==> config.mk <==
export PLATFORM = sky130hd
export DESIGN_NAME = mem_access_unit
export DESIGN_NICKNAME = d
export VERILOG_FILES = /design/src/rtl/mem_access_unit_pkg.sv /design/src/rtl/mem_access_unit_lsu_align.sv /design/src/rtl/mem_access_unit.sv
export SDC_FILE = /design/constraint.sdc
export NUM_CORES = 1
export LEC_CHECK = 0
export ABC_AREA = 1
export CAP_MARGIN = 5
export CORE_ASPECT_RATIO = 0.5
export CORE_MARGIN = 5
export CORE_UTILIZATION = 33
export CTS_BUF_LIST = sky130_fd_sc_hd__clkbuf_16
export DETAILED_ROUTE_END_ITERATION = 7
export GPL_TIMING_DRIVEN = 1
export HOLD_SLACK_MARGIN = 0.03
export PLACE_DENSITY = 0.71
export SLEW_MARGIN = 10
export SYNTH_ARGS = -nofsm -noshare
export SYNTH_HDL_FRONTEND = slang
export SYNTH_SLANG_ARGS = --single-unit
==> constraint.sdc <==
create_clock -name clk -period 4.05 [get_ports clk]
set_clock_uncertainty 0.2 [all_clocks]
set_input_delay 0.405 -clock clk [delete_from_list [all_inputs] [get_ports clk]]
set_output_delay 0.405 -clock clk [all_outputs]
set_load 0.02 [all_outputs]
==> src/rtl/mem_access_unit_pkg.sv <==
// Shared types and constants for the M-stage load/store unit.
// Holds funct3 encodings, the access FSM states and legality helpers.
package mem_access_unit_pkg;

  localparam int XLEN  = 32;
  localparam int BYTES = XLEN / 8;

  localparam logic [2:0] F3_B  = 3'b000;
  localparam logic [2:0] F3_H  = 3'b001;
  localparam logic [2:0] F3_W  = 3'b010;
  localparam logic [2:0] F3_BU = 3'b100;
  localparam logic [2:0] F3_HU = 3'b101;

  typedef enum logic [1:0] {
    IDLE = 2'd0,
    REQ  = 2'd1,
    RESP = 2'd2,
    DONE = 2'd3
  } state_t;

  // Width/sign code is meaningful for this direction of access.
  function automatic logic f3_legal(
    input logic [2:0] f3,
    input logic       is_store
  );
    logic ok;
    ok = 1'b0;
    unique case (f3)
      F3_B, F3_H, F3_W: ok = 1'b1;
      F3_BU, F3_HU:     ok = !is_store;
      default:          ok = 1'b0;
    endcase
    return ok;
  endfunction

  // Halfwords need even addresses, words need 4-byte alignment.
  function automatic logic f3_misaligned(
    input logic [2:0] f3,
    input logic [1:0] lo
  );
    logic bad;
    bad = 1'b0;
    unique case (f3)
      F3_H, F3_HU: bad = lo[0];
      F3_W:        bad = (lo != 2'b00);
      default:     bad = 1'b0;
    endcase
    return bad;
  endfunction

endpackage

==> src/rtl/mem_access_unit_lsu_align.sv <==
// Lane steering for the load/store unit: byte enables, store
// replication and load extract/extend. Purely combinational.
module lsu_align
  import mem_access_unit_pkg::*;
(
  input  logic [2:0]       st_funct3,
  input  logic [1:0]       st_offset,
  input  logic [XLEN-1:0]  st_data,
  output logic [BYTES-1:0] st_be,
  output logic [XLEN-1:0]  st_wdata,
  input  logic [2:0]       ld_funct3,
  input  logic [1:0]       ld_offset,
  input  logic [XLEN-1:0]  ld_raw,
  output logic [XLEN-1:0]  ld_word
);

  logic [XLEN-1:0] shifted;
  logic [4:0]      shamt;

  // Store side: lane mask and replicated data from the size code.
  always_comb begin
    st_be    = 4'b1111;
    st_wdata = st_data;
    unique case (st_funct3)
      F3_B, F3_BU: begin
        st_be    = 4'b0001 << st_offset;
        st_wdata = {4{st_data[7:0]}};
      end
      F3_H, F3_HU: begin
        st_be    = 4'b0011 << st_offset;
        st_wdata = {2{st_data[15:0]}};
      end
      default: begin
        st_be    = 4'b1111;
        st_wdata = st_data;
      end
    endcase
  end

  assign shamt   = {ld_offset, 3'b000};
  assign shifted = ld_raw >> shamt;

  // Load side: move addressed lane to bit 0, then extend.
  always_comb begin
    ld_word = shifted;
    unique case (ld_funct3)
      F3_B:    ld_word = {{24{shifted[7]}}, shifted[7:0]};
      F3_BU:   ld_word = {24'b0, shifted[7:0]};
      F3_H:    ld_word = {{16{shifted[15]}}, shifted[15:0]};
      F3_HU:   ld_word = {16'b0, shifted[15:0]};
      default: ld_word = shifted;
    endcase
  end

endmodule

==> src/rtl/mem_access_unit.sv <==
// M-stage load/store engine: req/gnt/rvalid handshake to data
// memory, pipeline stall while busy, aligned load result.
module mem_access_unit
  import mem_access_unit_pkg::*;
(
  input  logic             clk,
  input  logic             rst,
  input  logic             M_mem_read,
  input  logic             M_mem_write,
  input  logic [2:0]       M_funct3,
  input  logic [XLEN-1:0]  M_alu_out,
  input  logic [XLEN-1:0]  M_rs2_data_out,
  output logic             dm_req,
  output logic             dm_we,
  output logic [XLEN-1:0]  dm_addr,
  output logic [XLEN-1:0]  dm_wdata,
  output logic [BYTES-1:0] dm_be,
  input  logic             dm_gnt,
  input  logic             dm_rvalid,
  input  logic [XLEN-1:0]  dm_rdata,
  output logic             lsu_stall,
  output logic [XLEN-1:0]  ld_data,
  output logic             ld_valid,
  output logic             lsu_fault
);

  state_t state_q;
  state_t state_d;

  logic op;
  logic fault;
  logic legal;

  logic [BYTES-1:0] st_be;
  logic [XLEN-1:0]  st_wdata;
  logic [XLEN-1:0]  ld_word;

  // Copy of the load's size/offset taken when the request issues.
  logic [2:0] f3_q;
  logic [2:0] f3_d;
  logic [1:0] off_q;
  logic [1:0] off_d;

  logic             req_d;
  logic             we_d;
  logic [XLEN-1:0]  addr_d;
  logic [XLEN-1:0]  wdata_d;
  logic [BYTES-1:0] be_d;
  logic [XLEN-1:0]  ld_data_d;
  logic             ld_valid_d;
  logic             fault_d;

  assign op    = M_mem_read | M_mem_write;
  assign fault = op && ((M_mem_read && M_mem_write)
              || !f3_legal(M_funct3, M_mem_write)
              || f3_misaligned(M_funct3, M_alu_out[1:0]));
  assign legal = op && !fault;

  // Pipeline holds until the access finishes; DONE lets M advance.
  assign lsu_stall = legal && (state_q != DONE);

  lsu_align u_align (
    .st_funct3 (M_funct3),
    .st_offset (M_alu_out[1:0]),
    .st_data   (M_rs2_data_out),
    .st_be     (st_be),
    .st_wdata  (st_wdata),
    .ld_funct3 (f3_q),
    .ld_offset (off_q),
    .ld_raw    (dm_rdata),
    .ld_word   (ld_word)
  );

  // State register.
  always_ff @(posedge clk) begin
    if (rst) state_q <= IDLE;
    else     state_q <= state_d;
  end

  // Next-state logic for the access sequence.
  always_comb begin
    state_d = state_q;
    unique case (state_q)
      IDLE: if (legal) state_d = REQ;
      REQ: begin
        if (dm_gnt) begin
          if (dm_we || dm_rvalid) state_d = DONE;
          else                    state_d = RESP;
        end
      end
      RESP: if (dm_rvalid) state_d = DONE;
      DONE: state_d = IDLE;
      default: state_d = IDLE;
    endcase
  end

  // Next values for the registered memory-side and result outputs.
  always_comb begin
    req_d      = dm_req;
    we_d       = dm_we;
    addr_d     = dm_addr;
    wdata_d    = dm_wdata;
    be_d       = dm_be;
    ld_data_d  = ld_data;
    ld_valid_d = 1'b0;
    fault_d    = 1'b0;
    f3_d       = f3_q;
    off_d      = off_q;
    unique case (state_q)
      IDLE: begin
        fault_d = fault;
        if (legal) begin
          req_d   = 1'b1;
          we_d    = M_mem_write;
          addr_d  = {M_alu_out[XLEN-1:2], 2'b00};
          wdata_d = st_wdata;
          be_d    = st_be;
          f3_d    = M_funct3;
          off_d   = M_alu_out[1:0];
        end
      end
      REQ: begin
        if (dm_gnt) begin
          req_d = 1'b0;
          if (!dm_we && dm_rvalid) begin
            ld_data_d  = ld_word;
            ld_valid_d = 1'b1;
          end
        end
      end
      RESP: begin
        if (dm_rvalid) begin
          ld_data_d  = ld_word;
          ld_valid_d = 1'b1;
        end
      end
      default: ;
    endcase
  end

  // Output and side-state registers.
  always_ff @(posedge clk) begin
    if (rst) begin
      dm_req    <= 1'b0;
      dm_we     <= 1'b0;
      dm_addr   <= '0;
      dm_wdata  <= '0;
      dm_be     <= '0;
      ld_data   <= '0;
      ld_valid  <= 1'b0;
      lsu_fault <= 1'b0;
      f3_q      <= '0;
      off_q     <= '0;
    end else begin
      dm_req    <= req_d;
      dm_we     <= we_d;
      dm_addr   <= addr_d;
      dm_wdata  <= wdata_d;
      dm_be     <= be_d;
      ld_data   <= ld_data_d;
      ld_valid  <= ld_valid_d;
      lsu_fault <= fault_d;
      f3_q      <= f3_d;
      off_q     <= off_d;
    end
  end

endmodule

==> results of run 1 <==
==> metal layers <==
metal / GRT usage / share of wire / up-vias
li1: - / - / 2802
met4: 0.0504 / 0.016 / 0
met3: 0.0484 / 0.062 / 28
met2: 0.309 / 0.48 / 177
met5: 0 / 0 / -
met1: 0.231 / 0.44 / 2634
==> state kept, by name, indices dropped and copies added, names as in the netlist <==
signal	count
dm_addr	30
dm_be	4
dm_req	1
dm_wdata	32
dm_we	1
f3_q	3
ld_data	32
ld_valid	1
lsu_fault	1
off_q	2
state_q	2
==> final timing paths <==
kind                            cells past startpoint                         to
worst max-delay path                                8                  lsu_stall
worst max register to register                      9    ld_data[6]$_SDFFE_PP0P_
worst min-delay path                                2  dm_wdata[17]$_SDFFE_PP0P_
worst min register to register                      2  dm_wdata[17]$_SDFFE_PP0P_
==> where the power goes <==
part           leakage [nW]  switching [mW]  internal [mW]
combinational          1.91           0.997          0.678
clock                 0.151           0.428          0.489
sequential            0.889           0.123           1.28
total                  2.95            1.55           2.45
==> worst register-to-register path, stage by stage, from the launching register on <==
cell	delay, ns
dfxtp_1	0.41
inv_1	0.11
ha_1	0.24
nand2_1	0.11
o21ai_0	0.11
inv_2	0.10
nand2_2	0.16
inv_2	0.64
o211ai_1	0.24
a21oi_1	0.21
==> cell families (layout without fill, tap and decap cells) <==
group	after synthesis	count (layout)	share of synthesized area
AND/OR/NAND/NOR	291	291	0.225
buffers and inverters	101	274	0.0966
flip-flops	109	109	0.412
AO/OA/AOI/OAI	238	238	0.253
other	1	2	0.000708
adder cells (fa/ha/maj)	5	5	0.0118
==> cell type report <==
type,count,share of cell area
clock buffer,9,0.0294
clock inverter,7,0.0103
inverter,44,0.0219
multi-input combinational,536,0.340
sequential,109,0.285
tap,204,0.0333
timing repair buffer,214,0.280
==> placed cells by master, fill, tap and decap left out <==
cell type and n:
clkdlybuf4s50_1 206, nand2_1 159, dfxtp_1 109, nor2_1 96, o21ai_0 93, a21oi_1 84
inv_1 37, nand3_1 24, o21ai_1 20, o211ai_1 9, a21oi_2 9, clkbuf_16 9
o211ai_2 8, o31ai_1 7, a31oi_1 7, inv_2 5, ha_1 5, buf_4 5
inv_6 4, nor2_4 3, nand2_2 2, conb_1 2, buf_12 2, inv_4 1
nor2_2 1, nand2_4 1, and2_2 1, nand3_2 1, a211oi_2 1, clkinv_1 1
nand4_1 1, nand3_4 1, nor4_2 1, bufinv_16 1, clkinv_2 1, clkinv_4 1
buf_2 1
==> results.cfg, run 1 <==
[synthesis]
yosysWarnings = 0
yosys_register_bits = 109
synthTopCellsByCount = nand2_1, dfxtp_1, nor2_1
async_reset_ff_frac = 0
synth_area_per_cell_um2 = 7.11
synth_cells = 745
netlist_area_mm2 = 0.00530
netlist_top_cells_area = dfxtp_1, nand2_1, o21ai_0
yosysSeqAreaShare = 0.412
yosysMostFrequentCell = nand2_1
yosysTopAreaCell = dfxtp_1
synth.top_cell.area_share = 0.412
ys.flop_type = dfxtp_1
synth_edf_count = 0
synth.distinct_cells = 35

[sta]
tns_ns = 0
period_share = 0.689
final.min_clock_period_ns = 2.79
rsz0062_at_grt = no
maxSlewHeadroom = 0.333
worstMarginPinSlew_ns = 0.999
setup_slack_ns = 1.26
hold_violations = 0
timing.final.max_slew_violations = 0
timing.hold.ws_ns = 0.270
fmax_mhz = 358
setup_viol = 0

[clock_tree]
cts_hold_buf = 0
cts_buffers = 9
htreeDepth = 3
path_clk_slew_ns = 0.07
cts-root-buf = clkbuf_16
cts_resized = 0
clockBufferDepth = 2
cts_sinks = 109
cts_setup_buffers = 0
cts_tree = built
clkLatencyLatePin_ns = 0.35

[routing]
vias = 5641
final_antenna_net_count = 0
detail_route.wirelength_um = 17800
drcViolationCount = 0
vias_per_cell = 5.02
detail_route.wl_per_cell_um = 15.8
dr.pass1.iters = 5
drt_iter0_drc = 334

[setup_path]
arrival_ns = 2.19
start_kind = primary input
reg2reg_slack_ns = 1.45
crit_path_start = M_funct3[1]
cp_top_family = buffers and inverters
path_cells = clkdlybuf4s50_1 > inv_4 > nand2_4 > nor2_4 > nor2_4 > nand3_1 > nor2_1 > clkdlybuf4s50_1
critPathMaxFanout = 16
r2r-start = state_q[1]$_SDFFE_PP0P_
crit_path_end_kind = output port
crit_type = in -> out
critPathMaxStageDelay_ns = 0.61
worstPathRequired_ns = 3.44
cpMaxStageDelayCell = clkdlybuf4s50_1
path_buf_inv = 3

[die]
initial_core_util = 0.340
dieArea_mm2 = 0.0188
io_pins = 210
die_h_um = 99.6
die_w_um = 189
core-area_mm2 = 0.0156
fp-row-count = 32

[power_and_ir_drop]
vdd_drop_max_v = 0.000243
power_leakage_nw = 2.95
power.density_mw_per_mm2 = 522
p_total_mw = 4.00

[grt]
first_global_vias = 5341
grt.overflow.total = 0
grt_pass1_wl_um = 28000
gr-usage-all-layers = 0.182
grt_max_degree = 70
antenna_found_initial = 0

[final_layout]
drive_gt1_frac = 0.0642
seqCellArea_mm2 = 0.00218
synthToLayoutAreaGrowth_pct = 44.7
final_cells = 1123
final_nets = 1024
utilization = 0.492
multi_input_area_mm2 = 0.00261
nFillCells = 1550
num_antenna_cells = 0
design_area_mm2 = 0.00766

[place]
placed_cells = 1107
pre_cts_slack_ns = 1.09
gp_congestion = 0.908
placed_area_mm2 = 0.00736
io_buffers = 207
hpwl_um = 13000

[worst_hold_path]
worstHoldPathType = reg -> reg
min_from = dm_wdata[17]$_SDFFE_PP0P_

[flow_run]
cap_violations = 0

[status]
status = complete, no violations
No activity file was read; power rests on OpenSTA's default activity.
==> inputs of run 2 (changes only) <==
Clock period 4.05 ns to 2.9 ns, I/O delays scaled along.
==> results.cfg, run 2 (same netlist as run 1, synthesis figures left out) <==
[grt]
busiest_layer = met2
grt.overflow.total = 0
first_global_vias = 5391
grt_max_degree = 70
use_met2 = 0.322
use_met1 = 0.230
gr-usage-all-layers = 0.183
grt_pass1_wl_um = 28300
antenna_found_initial = 0
met3_usage = 0.0459

[sta]
fmax_mhz = 380
maxSlewHeadroom = 0.404
setup_viol = 0
hold_violations = 0
timing.final.max_slew_violations = 0
worstMarginPinSlew_ns = 0.891
timing.hold.ws_ns = 0.266
rsz0062_at_grt = no
tns_ns = 0
final.min_clock_period_ns = 2.63
period_share = 0.907

[die]
fp-row-count = 32
die_h_um = 99.6
io_pins = 210
dieArea_mm2 = 0.0188
die_w_um = 189
core-area_mm2 = 0.0156
initial_core_util = 0.340

[setup_path]
reg2reg_slack_ns = 0.59
path_cells = clkdlybuf4s50_1 > inv_4 > nand2_4 > nor2_4 > nor2_4 > nand3_1 > nor2_1 > clkdlybuf4s50_1
worstPathRequired_ns = 2.41
crit_type = in -> out
start_kind = primary input
regToRegEndpoint = ld_data[28]$_SDFFE_PP0P_
r2r-start = state_q[1]$_SDFFE_PP0P_
cpMaxStageDelayCell = clkdlybuf4s50_1
crit_path_end_kind = output port
critPathMaxStageDelay_ns = 0.60
critPathMaxFanout = 16
arrival_ns = 2.14
worstRegToRegCells = 11

[final_layout]
final_nets = 1028
synthToLayoutAreaGrowth_pct = 45.4
layout_common_cells = clkdlybuf4s50_1, nand2_1, dfxtp_1
reg_top3 = dm_wdata: 32 flops, ld_data: 32 flops, dm_addr: 30 flops
final_common_cell = clkdlybuf4s50_1
design_area_mm2 = 0.00770
num_antenna_cells = 0
final_cells = 1126
drive_gt1_frac = 0.0672

[place]
io_buffers = 207
placed_cells = 1111
placed_area_mm2 = 0.00740
hpwl_um = 13200
gp_congestion = 0.902

[routing]
detail_route.wirelength_um = 17900
final_antenna_net_count = 0
vias = 5620
drt_iter0_drc = 357
dr.pass1.iters = 5
detail_route.wl_per_cell_um = 15.9
drcViolationCount = 0
vias_per_cell = 4.99

[clock_tree]
cts_sinks = 109
clkLatencyLatePin_ns = 0.34
cts_tree = built
cts_setup_buffers = 0
htreeDepth = 3
clockBufferDepth = 2
cts_hold_buf = 0
cts_buffers = 9
path_clk_slew_ns = 0.07
cts_resized = 0
cts-root-buf = clkbuf_16

[worst_hold_path]
min_to = dm_wdata[16]$_SDFFE_PP0P_
min_from = dm_wdata[16]$_SDFFE_PP0P_
min_path_cells = 2
worstHoldPathType = reg -> reg

[status]
status = complete, no violations

[power_and_ir_drop]
power.density_mw_per_mm2 = 727
power_leakage_nw = 2.96
vdd_drop_max_v = 0.000324

[flow_run]
cap_violations = 0
-- run 2: cell types whose count changed in the layout (fill, tap and decap cells not counted) --
cell / delta
buf_12: +1
buf_4: +3
clkinv_2: -1
clkinv_4: +1
clkinvlp_4: +2
inv_6: -4
inv_8: +1
-- run 2: how the worst max path moves through the flow --
| stage | start | end | slack, ns | cells past startpoint |
|---|---|---|---|---|
| finish | M_funct3[1] | lsu_stall | 0.27 | 8 |
| global route | M_funct3[1] | lsu_stall | 0.17 | 8 |
| CTS | M_funct3[1] | lsu_stall | 0.26 | 8 |
| detailed placement | M_funct3[1] | lsu_stall | 0.26 | 8 |
| global placement | M_funct3[1] | lsu_stall | 0.31 | 8 |
| floorplan | state_q[1]$_SDFFE_PP0P_ | ld_data[17]$_SDFFE_PP0P_ | 1.00 | 12 |
-- run 2: per-layer routing --
metal	wire length (µm)	vias to the layer above
li1	-	2805
met1	7830	2637
met2	8790	162
met3	1060	16
met4	203	0
met5	0	-
-- run 2: worst max-delay path, delay by kind of cell --
family	cells	cell delay [ns]
buffers and inverters	3	1.33
and+or+nand+nor	5	0.50
-- run 2: area by class of cell --
type,instances,area (µm²)
repair buffers,218,2190
inverters,44,168
multi-input cells,536,2610
flip-flops and latches,109,2180
clock buffers,9,225
clock inverters,6,73.8
well taps,204,255
fillers,1552,7880
-- run 2: where the power goes --
| group | total (mW) | switching, mW | internal (mW) |
|---|---|---|---|
| Combinational | 2.38 | 1.41 | 0.973 |
| Clock | 1.26 | 0.585 | 0.675 |
| Sequential | 1.96 | 0.167 | 1.79 |
-- run 2: metrics by stage --
stage	worst slack [ns]	util	power [mW]
floorplan	1.00	-	3.41
global placement	0.311	0.475	4.33
detailed placement	0.263	0.475	4.37
CTS	0.262	0.494	5.64
global route	0.167	0.494	5.93
finish	0.270	0.494	5.59
==> inputs of run 3 (changes only) <==
Settings changed: CTS_CLUSTER_SIZE from default to 20.
==> results of run 3 <==
Same layout as run 2: the final DEF is identical, and so are final timing and power.
